## src/rtl/rvecc_scrubber.sv

```systemverilog
// Background SEC-DED scrubber: periodically reads each SRAM word through the decoder,
// writes back single-bit corrections and logs/signals double-bit errors.
module rvecc_scrubber #(
  parameter int unsigned DEPTH    = 1024,
  parameter int unsigned AW       = $clog2(DEPTH),
  parameter int unsigned INTERVAL = 256
) (
  input  logic          clk,
  input  logic          rst_l,
  input  logic          scrub_en,
  output logic          scrub_req,
  output logic          scrub_wr,
  output logic [AW-1:0] scrub_addr,
  output logic [31:0]   scrub_wdata,
  output logic [6:0]    scrub_wecc,
  input  logic          scrub_gnt,
  output logic          dec_en,
  input  logic [31:0]   dec_dout,
  input  logic [6:0]    dec_ecc_out,
  input  logic          dec_single,
  input  logic          dec_double,
  input  logic          func_wr_vld,
  input  logic [AW-1:0] func_wr_addr,
  output logic [15:0]   sec_cnt,
  output logic [15:0]   ded_cnt,
  output logic [AW-1:0] last_err_addr,
  output logic          ded_pulse,
  output logic          pass_done,
  output logic          scrub_busy
);

  localparam int unsigned   TW     = $clog2(INTERVAL + 1);
  localparam logic [TW-1:0] RELOAD = TW'(INTERVAL);

  typedef enum logic [1:0] {IDLE, RD_REQ, RD_WAIT, WR_REQ} state_t;

  state_t        state;
  logic [TW-1:0] timer;
  logic          hazard;
  logic          last_word;
  logic          word_done;

  always_comb begin
    scrub_req = (state == RD_REQ) || (state == WR_REQ);
    scrub_wr  = (state == WR_REQ);
    dec_en    = (state == RD_WAIT);
    hazard    = func_wr_vld && (func_wr_addr == scrub_addr);
    last_word = (scrub_addr == AW'(DEPTH - 1));
    // A word is finished when no writeback is needed, the writeback is granted,
    // or a functional write to the same address makes the correction stale.
    word_done = ((state == RD_WAIT) && (dec_double || !dec_single || hazard)) ||
                ((state == WR_REQ) && (scrub_gnt || hazard));
  end

  always_ff @(posedge clk or negedge rst_l) begin
    if (!rst_l) begin
      state         <= IDLE;
      timer         <= RELOAD;
      scrub_addr    <= '0;
      scrub_wdata   <= '0;
      scrub_wecc    <= '0;
      sec_cnt       <= '0;
      ded_cnt       <= '0;
      last_err_addr <= '0;
      ded_pulse     <= 1'b0;
      pass_done     <= 1'b0;
      scrub_busy    <= 1'b0;
    end else begin
      ded_pulse <= 1'b0;
      pass_done <= 1'b0;
      unique case (state)
        IDLE: begin
          if (scrub_en) begin
            timer <= timer - 1'b1;
            if (timer <= TW'(1)) begin
              state      <= RD_REQ;
              scrub_busy <= 1'b1;
            end
          end
        end
        RD_REQ: begin
          if (scrub_gnt) begin
            state <= RD_WAIT;
          end else if (!scrub_en) begin
            state      <= IDLE;
            scrub_busy <= 1'b0;
            timer      <= RELOAD;
          end
        end
        RD_WAIT: begin
          if (dec_double) begin
            if (ded_cnt != '1) ded_cnt <= ded_cnt + 1'b1;
            last_err_addr <= scrub_addr;
            ded_pulse     <= 1'b1;
          end else if (dec_single) begin
            if (sec_cnt != '1) sec_cnt <= sec_cnt + 1'b1;
            last_err_addr <= scrub_addr;
            scrub_wdata   <= dec_dout;
            scrub_wecc    <= dec_ecc_out;
            if (!hazard) state <= WR_REQ;
          end
        end
        WR_REQ: begin
        end
      endcase
      // Overrides the per-state transition: every finished word returns to IDLE.
      if (word_done) begin
        state      <= IDLE;
        scrub_busy <= 1'b0;
        timer      <= RELOAD;
        scrub_addr <= scrub_addr + 1'b1;
        pass_done  <= last_word;
      end
    end
  end

endmodule

```

## config.mk

```make
export PLATFORM = sky130hd
export DESIGN_NAME = rvecc_scrubber
export DESIGN_NICKNAME = d
export VERILOG_FILES = /design/src/rtl/rvecc_scrubber.sv
export SDC_FILE = /design/constraint.sdc
export NUM_CORES = 1
export LEC_CHECK = 0
export CORE_MARGIN = 4
export CORE_UTILIZATION = 40
export CTS_CLUSTER_SIZE = 40
export DETAILED_ROUTE_END_ITERATION = 10
export PLACE_DENSITY = 0.81
export SYNTH_ARGS = -nofsm -noshare
export SYNTH_HDL_FRONTEND = slang
export SYNTH_SLANG_ARGS = --single-unit
```

## constraint.sdc

```tcl
create_clock -name clk -period 4 [get_ports clk]
set_input_delay 1.2 -clock clk [delete_from_list [all_inputs] [get_ports clk]]
set_output_delay 1.2 -clock clk [all_outputs]
set_load 0.01 [all_outputs]
```

==> results.json, run 1 <==
{
  "synthAdderAreaFrac_pct": 2.62,
  "rsz0062_at_grt": "false",
  "async_reset_ff_share_pct": 100,
  "cap_violations": 0,
  "swShare_pct": 32.5,
  "num_rows": 39,
  "fin_total_pwr_mw": 3.66,
  "insertedDiodeCount": 0,
  "worstSetupStartpointType": "input port",
  "placed_cells": 758,
  "setup_violations": 0,
  "grt.overflow.total": 0,
  "worstSetupPathType": "in -> reg",
  "power_switching_mw": 1.19,
  "end_kind": "flip-flop",
  "max_freq_mhz": 314,
  "cts_setup_buffers": 0,
  "place_hpwl_mm": 8.96,
  "grt_use_total_pct": 18.2,
  "initial_core_util_pct": 41.3,
  "finalNonFillerCells": 774,
  "dr_total_vias": 3964,
  "synth-seq-area-share_pct": 55.0,
  "yosys_warnings": 0,
  "antenna_left": 0,
  "grt_start_max_net_pins": 63,
  "cts_resized": 0,
  "syn_nets": 537,
  "seq_power_share_pct": 41.8,
  "postSynthCellCount": 471,
  "hold_path_class": "reg -> reg",
  "synth-xor-area-share_pct": 9.13,
  "chipHeight_um": 117,
  "layout_common_cells": "clkdlybuf4s50_1, nand2_1, dfrtp_1",
  "cts_tree": "built",
  "drtIter0Drc": 189,
  "peakVddDrop_mv": 0.339,
  "antenna_found_initial": 0,
  "core_area_um2": 11600,
  "drcViolationCount": 0,
  "synthSimpleGateAreaFrac_pct": 23.0,
  "power_density_nw_per_um2": 542,
  "hold_buffers": 0,
  "nFillCells": 989,
  "ioPinCount": 153,
  "synth_compound_area_share_pct": 5.05,
  "avgSynthCellArea_um2": 10.2,
  "die_area_um2": 13800,
  "clockBufferDepth": 2,
  "multi_input_area_um2": 2060,
  "htree_levels": 3,
  "worstPathCellList": "clkdlybuf4s50_1 > xor2_1 > or4_4 > o31ai_4 > o21ai_0 > o2bb2ai_1",
  "wl_per_cell_um": 15.9,
  "synth_ff_type": "dfrtp_1",
  "setup_tns_ns": 0,
  "finalCritPeriodShare_pct": 79.6,
  "synth_area_um2": 4780,
  "cts_sinks": 105,
  "min_period_ns": 3.18,
  "power.share.clock_pct": 23.9,
  "timing.final.hold_violations": 0,
  "vias_per_cell": 5.12,
  "insertion_delay_ns": 0.34,
  "crit_family": "compound AO/OA/AOI/OAI gates",
  "crit_slowest_cell": "o31ai_4",
  "tightest_slew_ns": 0.916,
  "clockRootBuffer": "clkbuf_16",
  "wl_mm": 12.3,
  "outcome": "finished, final reports clean",
  "seq_area_um2": 2630,
  "final_net_count": 692,
  "comb_power_share_pct": 34.2,
  "slew_violations": 0,
  "layout_commonest_cell": "clkdlybuf4s50_1",
  "dr.pass1.iters": 4,
  "path_buf_inv": 1,
  "synthToLayoutAreaGrowth_pct": 41.4,
  "ys_ff_latch": 105,
  "port_buffers": 152,
  "synthMuxAreaShare_pct": 3.25,
  "skew_ns": 0.00707,
  "ys_types": 48,
  "maxSlewHeadroom_pct": 38.7,
  "path_max_fanout": 13,
  "grt_pass1_vias": 4188,
  "synth_top_family_by_area": "simple AND/OR/NAND/NOR gates",
  "numCtsBuffers": 9,
  "cp.arrival_ns": 3.41,
  "p_leak_nw": 3.05,
  "gp_congestion": 0.841,
  "final_layout_size_suffix_gt1_share_pct": 6.81,
  "worstPathRequired_ns": 4.23,
  "path_clk_slew_ns": 0.07,
  "die_w_um": 117,
  "crit_path_max_incr_delay_ns": 0.65,
  "synth-edff-count": 0,
  "grt_pass1_wl_mm": 20.6,
  "intPower_mw": 2.47
}
[per-stage QoR]
step | setup slack [ns] | cell area, um2 | utilization [%] | hold slack [ns]
2_1_floorplan | 1.22 | 4780 | - | 0.506
3_3_place_gp | 0.550 | 6470 | 55.9 | 0.457
3_5_place_dp | 0.469 | 6470 | 55.9 | 0.463
4_1_cts | 0.785 | 6760 | 58.4 | 0.478
5_1_grt | 0.681 | 6760 | 58.4 | 0.498
6_report | 0.816 | 6760 | 58.4 | 0.477
[layer usage]
| metal | share of wire (%) | global-route usage, % | routed length, um | vias up |
|---|---|---|---|---|
| met5 | 0 | 0 | 0 | - |
| met4 | 3.0 | 8.65 | 368 | 0 |
| met3 | 5.1 | 4.96 | 632 | 27 |
| met2 | 51 | 31.8 | 6260 | 111 |
| met1 | 41 | 20.7 | 5030 | 1936 |
| li1 | - | - | - | 1890 |
[tightest hold or removal path, stage by stage, from the launching register on]
cell and delay (ns):
dfrtp_1 0.34, nand2_1 0.05, nand2_1 0.05
[power groups by stage]
stage	registers [mW]	clock network, mW	logic [mW]
finish	1.53	0.876	1.25
global placement	1.53	0	1.21
CTS	1.53	0.901	1.27
floorplan	1.60	0	0.528
global route	1.57	0.949	1.38
detailed placement	1.55	0	1.26
[sequential cells by signal, summed over array words and instances (netlist names)]
name and flops:
ded_pulse 1, timer 9, state 2, last_err_addr 10, sec_cnt 16, scrub_addr 10
ded_cnt 16, scrub_busy 1, scrub_wdata 32, pass_done 1, scrub_wecc 7
[path summary, 6_finish.rpt]
kind / to / depth (start not counted) / startpoint / slack (ns)
setup / recovery: state[1]$_DFFE_PN0P_ / 6 / func_wr_addr[9] / 0.82
hold / removal: scrub_wdata[0]$_DFFE_PN0P_ / 2 / scrub_wdata[0]$_DFFE_PN0P_ / 0.48
setup reg to reg: state[1]$_DFFE_PN0P_ / 7 / state[0]$_DFFE_PN0P_ / 1.21
hold reg to reg: scrub_wdata[0]$_DFFE_PN0P_ / 2 / scrub_wdata[0]$_DFFE_PN0P_ / 0.48
max in group asynchronous: timer[8]$_DFFE_PN1P_ / 2 / rst_l / 2.42
min in group asynchronous: ded_cnt[2]$_DFFE_PN0P_ / 1 / rst_l / 0.85
[kinds of logic (layout without fill, tap and decap cells)]
kind of cell             Yosys count  after routing
AO/OA/AOI/OAI                     35             35
XOR/XNOR                          49             49
adder cells (fa/ha/maj)           10             10
buffers and inverters             22            182
flip-flops                       105            105
multiplexers                      14             14
AND/OR/NAND/NOR                  236            236
[final cells by class]
type	count	area share [%]
sequential	105	38.9
multi-input combinational	344	30.5
timing repair buffer	157	23.2
clock buffer	13	3.70
tap	143	2.65
clock inverter	3	0.592
inverter	9	0.500
[synth_stat cells, types with 4 or more instances]
cell,number,area share (%)
inv_1,9,0.71
nand2_1,147,12
ha_1,10,2.6
dfrtp_1,104,54
clkbuf_1,8,0.63
or3_1,4,0.52
xnor2_1,39,7.1
a21oi_1,12,1.3
o21ai_0,6,0.63
nor3_1,9,0.94
nor4_1,4,0.52
nand3_1,16,1.7
nand4_1,17,2.2
nor2_1,9,0.71
xor2_1,9,1.6
mux2_2,12,2.8
and3_1,9,1.2
Power figures use the tool's default switching activity.
==> run 2: changes to the inputs <==
Settings changed: PLACE_DENSITY 0.81 to 0.84.
Clock period 4 ns to 2.9 ns, I/O delays scaled along.
==> run 2 against run 1 <==
Against the previous run: worst hold slack got worse by 0.0019 ns; via count about the same; clock-buffer cell count decreased by 2; global-route usage about the same; die area unchanged; sequential power increased by 39%; power increased by 41%; sequential share of layout area decreased by 0.73 points; non-clock buffer count increased by 12; largest power group unchanged.
==> results.json, run 2 (synthesis results as in run 1) <==
{
  "cts_tree": "built",
  "die_w_um": 117,
  "antenna_left": 0,
  "outcome": "finished, final reports clean",
  "place_hpwl_mm": 9.21,
  "worstPathRequired_ns": 2.03,
  "setup_violations": 0,
  "core_area_um2": 11600,
  "num_rows": 39,
  "fin_total_pwr_mw": 5.15,
  "slew_violations": 0,
  "clockRootBuffer": "clkbuf_16",
  "fin_ws_ns": 0.167,
  "grt.overflow.total": 0,
  "cap_violations": 0,
  "end_kind": "primary output",
  "wl_per_cell_um": 15.5,
  "intPower_mw": 3.48,
  "top_regs": "scrub_wdata (32), ded_cnt (16), sec_cnt (16)",
  "final_layout_size_suffix_gt1_share_pct": 9.18,
  "rsz0062_at_grt": "false",
  "cts_setup_buffers": 0,
  "finalNonFillerCells": 786,
  "max_freq_mhz": 366,
  "grt_pass1_vias": 4236,
  "ioPinCount": 153,
  "placed_cells": 770,
  "comb_power_share_pct": 34.5,
  "cp.arrival_ns": 1.86,
  "synthToLayoutAreaGrowth_pct": 44.1,
  "p_leak_nw": 3.11,
  "power_switching_mw": 1.67,
  "pre_cts_ws_ns": -0.0705,
  "clockBufferDepth": 2,
  "drcViolationCount": 0,
  "utilization_pct": 59.6,
  "dr_total_vias": 3963,
  "regMostFlops": "scrub_wdata",
  "dr.pass1.iters": 4,
  "finalCritPeriodShare_pct": 94.2,
  "worstSetupPathType": "reg -> out",
  "layout_common_cells": "clkdlybuf4s50_1, nand2_1, dfrtp_1",
  "hold_path_class": "reg -> reg",
  "die_area_um2": 13800,
  "initial_core_util_pct": 41.3,
  "drtIter0Drc": 229,
  "numCtsBuffers": 9,
  "path_clk_slew_ns": 0.07,
  "cts_resized": 0,
  "insertedDiodeCount": 0,
  "insertion_delay_ns": 0.34,
  "swShare_pct": 32.4,
  "min_period_ns": 2.73,
  "peakVddDrop_mv": 0.382,
  "grt_use_total_pct": 18.2,
  "gp_congestion": 0.856,
  "nFillCells": 980,
  "whs_ns": 0.475,
  "worstSetupStartpointType": "flip-flop",
  "largest_reg_flops": 32,
  "maxSlewHeadroom_pct": 54.4,
  "grt_start_max_net_pins": 48,
  "layout_commonest_cell": "clkdlybuf4s50_1",
  "grt_pass1_wl_mm": 20.6,
  "power.share.clock_pct": 24.3,
  "wl_mm": 12.2,
  "hold_buffers": 0,
  "cts_sinks": 105,
  "power_density_nw_per_um2": 747,
  "skew_ns": 0.00242,
  "seq_power_share_pct": 41.1,
  "timing.final.hold_violations": 0,
  "tightest_slew_ns": 0.678,
  "chipHeight_um": 117,
  "final_net_count": 704,
  "vias_per_cell": 5.04,
  "htree_levels": 3,
  "path_max_fanout": 9,
  "antenna_found_initial": 0,
  "port_buffers": 152
}
## run 2: changes by cell type in the layout (fill, tap and decap cells not counted), sizes merged
cell      previous run  this run
inv                  9        10
clkbuf              13        11
clkinvlp             0         3
clkinv               2         0
buf                  6        18
## run 2: power groups by stage
| stage | Combinational [mW] | Sequential (mW) | Clock [mW] |
|---|---|---|---|
| floorplan | 0.728 | 2.20 | 0 |
| global placement | 1.70 | 2.11 | 0 |
| detailed placement | 1.78 | 2.14 | 0 |
| CTS | 1.80 | 2.11 | 1.29 |
| global route | 1.95 | 2.16 | 1.34 |
| finish | 1.78 | 2.12 | 1.25 |
## run 2: final timing paths
check / startpoint / end / slack [ns] / cells after the start
max: state[1]$_DFFE_PN0P_ / scrub_req / 0.17 / 4
min in group asynchronous: rst_l / last_err_addr[3]$_DFFE_PN0P_ / 0.52 / 1
min reg2reg: scrub_wdata[24]$_DFFE_PN0P_ / scrub_wdata[24]$_DFFE_PN0P_ / 0.47 / 2
max in group asynchronous: rst_l / scrub_wdata[31]$_DFFE_PN0P_ / 1.70 / 2
min: scrub_wdata[24]$_DFFE_PN0P_ / scrub_wdata[24]$_DFFE_PN0P_ / 0.47 / 2
max reg2reg: state[0]$_DFFE_PN0P_ / scrub_addr[1]$_DFFE_PN0N_ / 0.56 / 7
## run 2: critical path, stage by stage (launching register included)
cell	delay, ns
dfrtp_1	0.40
inv_1	0.10
ha_2	0.24
or2_2	0.29
clkdlybuf4s50_1	0.49
## run 2: routing by layer
metal	wire length, um	GRT usage (%)	vias to the layer above
li1	-	-	1919
met2	6430	32.0	96
met4	342	8.50	0
met5	0	0	-
met3	574	4.33	26
met1	4830	20.9	1922
## run 2: layout make-up
type                    instances  area [um2]  area share [%]
multi-input cells             344        2060            29.9
inverters                       9        33.8           0.490
clock buffers                  11         253            3.67
well taps                     143         179            2.60
clock inverters                 5        61.3           0.890
flip-flops and latches        105        2630            38.2
repair buffers                169        1670            24.3
## run 2: per-stage QoR
stage          cell area (um2)  TNS, ns
3_3_place_gp              6570  -0.0418
3_5_place_dp              6570   -0.104
4_1_cts                   6890        0
5_1_grt                   6890        0
2_1_floorplan             4780        0
6_report                  6890        0
